`src/rtl/chan_mux_rr_pkg.sv`:
```
// Shared types and default sizes for the round-robin channel multiplexer.
package chan_mux_pkg;

  localparam int CHAN_N_DEF = 16;
  localparam int CHAN_W_DEF = 8;

  typedef enum logic {
    MODE_SEL = 1'b0,
    MODE_RR  = 1'b1
  } mux_mode_e;

  typedef enum logic {
    ST_EMPTY = 1'b0,
    ST_FULL  = 1'b1
  } out_state_e;

endpackage

```
`src/rtl/chan_mux_rr_if.sv`:
```
// Producer/consumer bus of the channel multiplexer. The slave modport is the
// multiplexer's view; the master modport is the surrounding logic's view.
interface chan_mux_rr_if
  import chan_mux_pkg::*;
#(
  parameter int N     = CHAN_N_DEF,
  parameter int W     = CHAN_W_DEF,
  parameter int SEL_W = $clog2(N)
);

  logic [N*W-1:0]   in_data;
  logic [N-1:0]     in_valid;
  logic [N-1:0]     in_ready;
  logic             mode;
  logic [SEL_W-1:0] sel;
  logic [W-1:0]     out_data;
  logic [SEL_W-1:0] out_chan;
  logic             out_valid;
  logic             out_ready;

  modport master (
    output in_data, in_valid, mode, sel, out_ready,
    input  in_ready, out_data, out_chan, out_valid
  );

  modport slave (
    input  in_data, in_valid, mode, sel, out_ready,
    output in_ready, out_data, out_chan, out_valid
  );

endinterface

```
`src/rtl/chan_mux_rr_arb.sv`:
```
// Rotate-priority search: the first requester after ptr (modulo N) wins.
module rr_arbiter #(
  parameter int N     = 16,
  parameter int SEL_W = $clog2(N)
) (
  input  logic [N-1:0]     req,
  input  logic [SEL_W-1:0] ptr,
  output logic [SEL_W-1:0] gnt_idx,
  output logic             gnt_found
);

  // Walk from the farthest candidate (ptr itself) to the nearest (ptr+1) so
  // the last hit, which is the closest one after ptr, is the winner.
  always_comb begin
    gnt_idx   = '0;
    gnt_found = 1'b0;
    for (int k = N; k >= 1; k--) begin
      if (req[(int'(ptr) + k) % N]) begin
        gnt_idx   = SEL_W'((int'(ptr) + k) % N);
        gnt_found = 1'b1;
      end
    end
  end

endmodule

```
`src/rtl/chan_mux_rr.sv`:
```
// N-channel registered multiplexer with direct-select and round-robin modes.
//
// state    | meaning
// ---------+-----------------------------------------------
// ST_EMPTY | output register holds no word (out_valid=0)
// ST_FULL  | output register holds a word  (out_valid=1)
module chan_mux_rr
  import chan_mux_pkg::*;
#(
  parameter int N     = CHAN_N_DEF,
  parameter int W     = CHAN_W_DEF,
  parameter int SEL_W = $clog2(N)
) (
  input logic         clk,
  input logic         rst,
  chan_mux_rr_if.slave bus
);

  out_state_e              state_q, state_d;
  logic [SEL_W-1:0]        ptr_q;
  logic [SEL_W-1:0]        out_chan_q;
  logic [W-1:0]            out_data_q;

  mux_mode_e               mode_e;
  logic [(1<<SEL_W)-1:0]   valid_pad;
  logic                    sel_in_range;
  logic                    sel_found;
  logic [SEL_W-1:0]        rr_idx;
  logic                    rr_found;
  logic [SEL_W-1:0]        gnt_idx;
  logic                    gnt_found;
  logic                    load_en;
  logic                    do_load;
  logic [N-1:0]            in_ready_c;

  rr_arbiter #(
    .N     (N),
    .SEL_W (SEL_W)
  ) u_arb (
    .req       (bus.in_valid),
    .ptr       (ptr_q),
    .gnt_idx   (rr_idx),
    .gnt_found (rr_found)
  );

  // A select code past the last channel (non-power-of-two N) never grants.
  assign sel_in_range = ({1'b0, bus.sel} < (SEL_W+1)'(N));

  // Pick the granted channel for the active mode.
  always_comb begin
    mode_e               = mux_mode_e'(bus.mode);
    valid_pad            = '0;
    valid_pad[N-1:0]     = bus.in_valid;
    sel_found            = sel_in_range & valid_pad[bus.sel];
    if (mode_e == MODE_RR) begin
      gnt_idx   = rr_idx;
      gnt_found = rr_found;
    end else begin
      gnt_idx   = bus.sel;
      gnt_found = sel_found;
    end
  end

  // Reset blocks any handshake so no transfer is reported while it is high.
  assign load_en = (state_q == ST_EMPTY) | bus.out_ready;
  assign do_load = ~rst & load_en & gnt_found;

  // One-hot ready toward the granted producer only.
  always_comb begin
    in_ready_c = '0;
    if (do_load) begin
      in_ready_c[gnt_idx] = 1'b1;
    end
  end

  // Output register occupancy state.
  always_ff @(posedge clk) begin
    if (rst) begin
      state_q <= ST_EMPTY;
    end else begin
      state_q <= state_d;
    end
  end

  // Fill on a transfer, drain when the consumer takes the word and nothing refills it.
  always_comb begin
    state_d = state_q;
    case (state_q)
      ST_EMPTY: begin
        if (do_load) begin
          state_d = ST_FULL;
        end
      end
      ST_FULL: begin
        if (bus.out_ready && !do_load) begin
          state_d = ST_EMPTY;
        end
      end
      default: state_d = ST_EMPTY;
    endcase
  end

  // Capture the granted word and remember the served channel for the next scan.
  always_ff @(posedge clk) begin
    if (rst) begin
      out_data_q <= '0;
      out_chan_q <= '0;
      ptr_q      <= SEL_W'(N - 1);
    end else if (do_load) begin
      out_data_q <= bus.in_data[gnt_idx*W +: W];
      out_chan_q <= gnt_idx;
      ptr_q      <= gnt_idx;
    end
  end

  assign bus.in_ready  = in_ready_c;
  assign bus.out_data  = out_data_q;
  assign bus.out_chan  = out_chan_q;
  assign bus.out_valid = (state_q == ST_FULL);

endmodule

```
`src/flat_wrapper.sv`:
```
// flat-port wrapper written by rule: the top's interface ports become plain ports
module chan_mux_rr_flat import chan_mux_pkg::*;
#(
  parameter int N     = CHAN_N_DEF,
  parameter int W     = CHAN_W_DEF,
  parameter int SEL_W = $clog2(N)
)
  (clk, rst, bus_in_data, bus_in_valid, bus_mode, bus_sel, bus_out_ready, bus_in_ready, bus_out_data, bus_out_chan, bus_out_valid);
  chan_mux_rr_if #(.N(N), .W(W), .SEL_W(SEL_W)) bus_i ();
  input logic clk;
  input logic rst;
  input wire logic [$bits(bus_i.in_data)-1:0] bus_in_data;
  input wire logic [$bits(bus_i.in_valid)-1:0] bus_in_valid;
  input wire logic [$bits(bus_i.mode)-1:0] bus_mode;
  input wire logic [$bits(bus_i.sel)-1:0] bus_sel;
  input wire logic [$bits(bus_i.out_ready)-1:0] bus_out_ready;
  output wire logic [$bits(bus_i.in_ready)-1:0] bus_in_ready;
  output wire logic [$bits(bus_i.out_data)-1:0] bus_out_data;
  output wire logic [$bits(bus_i.out_chan)-1:0] bus_out_chan;
  output wire logic [$bits(bus_i.out_valid)-1:0] bus_out_valid;
  assign bus_i.in_data = bus_in_data;
  assign bus_i.in_valid = bus_in_valid;
  assign bus_i.mode = bus_mode;
  assign bus_i.sel = bus_sel;
  assign bus_i.out_ready = bus_out_ready;
  assign bus_in_ready = bus_i.in_ready;
  assign bus_out_data = bus_i.out_data;
  assign bus_out_chan = bus_i.out_chan;
  assign bus_out_valid = bus_i.out_valid;
  chan_mux_rr #(.N(N), .W(W), .SEL_W(SEL_W)) u_core (.clk(clk), .rst(rst), .bus(bus_i));
endmodule
```
`config.mk`:
```
export PLATFORM = sky130hd
export DESIGN_NAME = chan_mux_rr_flat
export DESIGN_NICKNAME = d
export VERILOG_FILES = /design/src/rtl/chan_mux_rr_pkg.sv /design/src/rtl/chan_mux_rr_if.sv /design/src/rtl/chan_mux_rr_arb.sv /design/src/rtl/chan_mux_rr.sv /design/src/flat_wrapper.sv
export SDC_FILE = /design/constraint.sdc
export NUM_CORES = 1
export LEC_CHECK = 0
export ABC_AREA = 1
export CAP_MARGIN = 20
export CORE_MARGIN = 2
export CORE_UTILIZATION = 47
export DETAILED_ROUTE_END_ITERATION = 12
export PLACE_DENSITY = 0.93
export SLEW_MARGIN = 0
export SYNTH_ARGS = -nofsm -noshare
export SYNTH_HDL_FRONTEND = slang
export SYNTH_SLANG_ARGS = --single-unit
export TNS_END_PERCENT = 50
```
`constraint.sdc`:
```
create_clock -name clk -period 11.7 [get_ports clk]
set_input_delay 2.34 -clock clk [delete_from_list [all_inputs] [get_ports clk]]
set_output_delay 2.34 -clock clk [all_outputs]
set_load 0.01 [all_outputs]
```
# == After elaboration in Yosys (flattened, before gate mapping) ==
# Cells that the tools add are included.
# word_totals
regBits,17
inputBits,152
out_inout_bits,29
wordCells,170
# op_classes
addsub,16
order_cmp,19
shifts,1
mux,90
bitwise_logic,21
reduce_logical,19
# ops
operator,count
$shiftx A128 B8 Y8,1
$lt A5 B6 Y1 const B,16
$bmux W1 S4,17
$mux W4,17
$reduce_or A4 Y1,16
$mux W1,53
$add A4 B4 Y4 const B,8
$add A4 B3 Y4 const B,4
$and A1 B1 Y1 const A,16
$mux W16,1
$lt A4 B5 Y1 const B,2
$add A4 B1 Y4 const B,2
$add A4 B2 Y4 const B,2
$demux W1 S4,1
$ge A4 B1 Y1 const B,1
$and A1 B1 Y1,2
$logic_and A1 B1 Y1,2
$not A1 Y1,2
$pmux W1 S2,1
$logic_not A1 Y1,1
$or A1 B1 Y1,1

# == Logic depth before layout (Yosys ltp) ==
# logic_depth
word_depth,28
mapped_depth,40
ltp_nobuf,36

# == By module ==
# From an unflattened synthesis, not the netlist that was laid out.
# hier_totals
cells_unflattened,901
hier_area_um2,4180.3
# modules_own_cells
mod,n_inst,cells_each,area_each_um2,seq_area_each_um2
chan_mux_rr,1,550,2492.4,340.3
rr_arbiter,1,351,1687.9,0.0

# == Worst setup path before layout ==
# No wires, ideal clock.
# synth_path
path_type,input to output
from,input bus_in_valid[5]
to,output bus_in_ready[11]
arrival_time_ns,4.398
t_required_ns,9.360
path_slack_ns,4.962
cell_stages,29
n_path_buf,2
cell_sequence,nand2_1 > nand3_1 > nand3_1 > nand2_1 > nand2_1 > nand2_2 > inv_2 > nand2_1 > nand2_1 > nand2_1 > nand2_1 > nand2_1 > nand2_1 > nand2_1 > nand3_1 > nand2_1 > nand2_1 > nand2_1 > nand2_1 > nand2_1 > nand2_1 > nand2_1 > nand2_2 > nand2_2 > buf_6 > buf_6 > nor2_1 > nand2_1 > nor2_1
# synth_between
elab_chain_len,25
elab_cells_between_ends,91
cone_classes,order compare: 2; mux: 87; bitwise: 1; reduce/logical: 1
# synth_lines
element,line,text
from (decl),flat_wrapper.sv:13,input wire logic [$bits(bus_i.in_valid)-1:0] bus_in_valid;
$bmux W1 S4,chan_mux_rr_arb.sv:18,if (req[(int'(ptr) + k) % N]) begin
$mux W1 (implied by the code) (2 in a row),chan_mux_rr_arb.sv:18,
$mux W4 (16 in a row),chan_mux_rr_arb.sv:18,
$mux W4,chan_mux_rr.sv:55,if (mode_e == MODE_RR) begin
$lt A4 B5 Y1 (implied by the code) / $ge A4 B1 Y1 (equally long branches),chan_mux_rr.sv:72,in_ready_c[gnt_idx] = 1'b1;
$logic_and A1 B1 Y1 (implied by the code),chan_mux_rr.sv:72,
$mux W1 (implied by the code),chan_mux_rr.sv:72,
$demux W1 S4,-,
$mux W16 (*),chan_mux_rr.sv:71,if (do_load) begin
to (decl),flat_wrapper.sv:17,output wire logic [$bits(bus_i.in_ready)-1:0] bus_in_ready;
# Every way passes the cells marked *; elsewhere a longest branch is shown, timed or not. The select of a mux whose other input is x is not followed.

# == Worst setup path in the final report ==
# layout_path
from,input bus_in_valid[5]
to,output bus_in_ready[8]
# Same word-level chain as after synthesis.

==> flow_summary.yaml <==
global_routing:
  grt-ovfl-total: 0
  grt_max_degree: 66
  grt_pass1_vias: 5488
  grt_pass1_wl_um: 25540
  antenna_found_initial: 0
  grtUsageTotal_pct: 31.80
logic_synthesis:
  synthAdderAreaFrac_pct: 2.128
  syn_area_per_cell_um2: 4.746
  synth_cell_type_count: 33
  synth_xor_area_share_pct: 1.672
  seq_area_frac_synth_pct: 8.270
  synth.cell_area_um2: 4115
  synth_largest_area_cell: "nand2_1"
  yosysWarnings: 0
  ys_ff_latch: 17
  synthDominantCellAreaShare_pct: 42.41
  synth_cells: 867
  synth_top_family_by_area: "simple AND/OR/NAND/NOR gates"
  synth_nets: 1026
  synthMuxAreaShare_pct: 0
  synth_compound_area_share_pct: 11.04
  synth_area_leaders: "nand2_1 (42%), nand3_1 (18%), dfxtp_1 (8.3%)"
  synth_simple_gate_area_share_pct: 66.16
hold_path:
  hold_path_class: "reg2reg"
floorplan:
  core_um2: 8593
  die-area_um2: 9520
  fp.dieH_um: 97.57
  start_util_pct: 47.89
  num_io_pins: 181
  die_w_um: 97.57
  rows: 34
sta:
  fmax_ghz: 0.1161
  relSlewSlack_pct: 42.11
  worstMarginPinSlew_ns: 0.8664
  final-hold-violation-count: 0
  finalCritPeriodShare_pct: 73.61
  rsz0062_at_grt: "false"
  period_needed_ns: 8.612
  holdWs_ns: 0.4635
  setup-tns-final_ns: 0
  setup_violations: 0
  drv_slew: 0
  final.setup_skew_ns: 0.004629
setup_path:
  ff2ff_setup_slack_ns: 6.03
  cp_common_cell: "nand2_1"
  worst-setup-path-type: "in2out"
  start_kind: "input port"
  cp_max_fo: 35
  critical_path.max_stage_delay_ns: 0.70
  arrival_ns: 6.27
  slowest_stage: "a21oi_4"
  cp-end-kind: "primary output"
  worstPathRequired_ns: 9.36
run_status:
  status: "completed"
finish:
  drive_above_1_share_pct: 4.241
  postLayoutCellArea_um2: 5898
  area_delta_synth_final_pct: 43.33
  nets: 1174
  fin_util_pct: 68.64
  antennaDiodeCount: 0
cts:
  cts_hold_buffers: 0
  h-tree-depth: 1
  cts_tree: "done"
  cts_sinks: 17
  cts_inserted_buffers: 3
  clk_path_buf_depth: 2
  cts_setup_buffers: 0
  clk_pin_slew_worst_paths_ns: 0.07
  root_buffer: "clkbuf_8"
  clock_latency_ns: 0.27
  cts-resized-gates: 0
pwr:
  p_total_mw: 1.493
  vdd_drop_max_mv: 0.1667
  pwr-share-seq_pct: 6.7
  internal_power_mw: 0.5563
  pwr_density_cell_nw_per_um2: 253.1
  pwr-share-comb_pct: 90.2
  switchingPower_mw: 0.9367
  p_leak_nw: 3.022
  switching_share_pct: 62.74
  pwr-share-clk_pct: 3.1
place:
  dpl.hpwl_um: 12860
  gp_congestion: 0.9619
  dpl_cell_area_um2: 5832
  io_buffers: 180
job:
  drv_cap: 0
detailed_routing:
  drc_errors: 0
  vias_per_cell: 5.452
  antenna_left: 0
  drt-wirelength-per-cell_um: 14.39
  drtIter0Drc: 476
  dr.pass1.iters: 5
  num_vias: 6117
  wl_um: 16150
## cell families after synthesis
family | after synthesis
buffers and inverters | 91
XOR/XNOR | 4
AND/OR/NAND/NOR | 667
flip-flops | 17
AO/OA/AOI/OAI | 81
adder cells (fa/ha/maj) | 7
## final timing paths
path / startpoint / end / depth (start not counted)
worst max-delay path: bus_in_valid[5] / bus_in_ready[8] / 26
worst min-delay path: u_core.bus.out_chan[1] / u_core.bus.out_chan[1] / 2
worst max register to register: u_core.ptr_q[0] / u_core.bus.out_data[3] / 36
worst min register to register: u_core.bus.out_chan[1] / u_core.bus.out_chan[1] / 2
## Yosys cell counts (all sizes together)
cell / instances
a221oi: 1
o211ai: 1
ha: 7
a22oi: 3
xor2: 2
nand4: 2
nand2: 473
a311oi: 1
xnor2: 2
o21ai: 8
buf: 30
nand3: 144
dfxtp: 17
a2111oi: 1
a21oi: 64
clkinv: 3
o21a: 2
nor3: 1
inv: 46
nor2: 45
nor4: 2
clkbuf: 12
## routing by layer
layer / up-vias / share of wire [%] / GRT usage, %
met4: 0 / 3.5 / 10.90
met3: 48 / 8.2 / 4.532
met5: - / 0 / 0
li1: 3069 / - / -
met2: 328 / 49 / 57.08
met1: 2672 / 39 / 38.60
## state kept, by name (all words and copies together) (netlist names)
| name | cells |
|---|---|
| u_core.bus.out_data | 8 |
| u_core.bus.out_chan | 4 |
| u_core.ptr_q | 4 |
| u_core.bus.out_valid | 1 |
## critical path: cells and delay by family
kind | cells | cell delay [ns]
AND/OR/NAND/NOR | 21 | 1.95
AO/OA/AOI/OAI | 2 | 0.78
buffers and inverters | 3 | 1.19
## cells in the final DEF (no fill, tap or decap), types with 2 or more instances in the layout
cell	netlist	final
a21oi_1	61	61
a21oi_2	2	2
a22oi_1	3	3
buf_4	8	4
clkbuf_8	0	3
clkdlybuf4s50_1	0	180
clkinv_1	3	3
dfxtp_1	17	17
ha_1	7	7
inv_1	31	31
inv_2	13	13
inv_4	2	2
nand2_1	465	464
nand2_2	8	9
nand3_1	144	144
nand4_1	2	2
nor2_1	42	42
nor2_2	3	3
nor4_1	2	2
o21a_1	2	2
o21ai_0	5	5
o21ai_1	2	2
xor2_2	2	2
## per-stage QoR
stage	setup slack [ns]	instances
4_1_cts	2.795	1121
3_5_place_dp	2.794	1117
5_1_grt	2.693	1122
3_3_place_gp	2.938	1117
6_report	3.088	1122
2_1_floorplan	4.962	867
## power by group through the flow
stage	logic (mW)	clock network, mW	registers (mW)
floorplan	1.03	0	0.0950
global placement	1.29	0	0.0991
detailed placement	1.31	0	0.100
CTS	1.31	0.0456	0.0988
global route	1.51	0.0487	0.102
finish	1.35	0.0466	0.100
## final cells by class
type	count	area, um2
sequential	17	340.3
inverter	49	188.9
fill	794	2695
clock inverter	1	5.005
timing repair buffer	185	1852
tap	108	135.1
clock buffer	3	41.29
multi-input combinational	759	3336
Power figures use the tool's default switching activity.
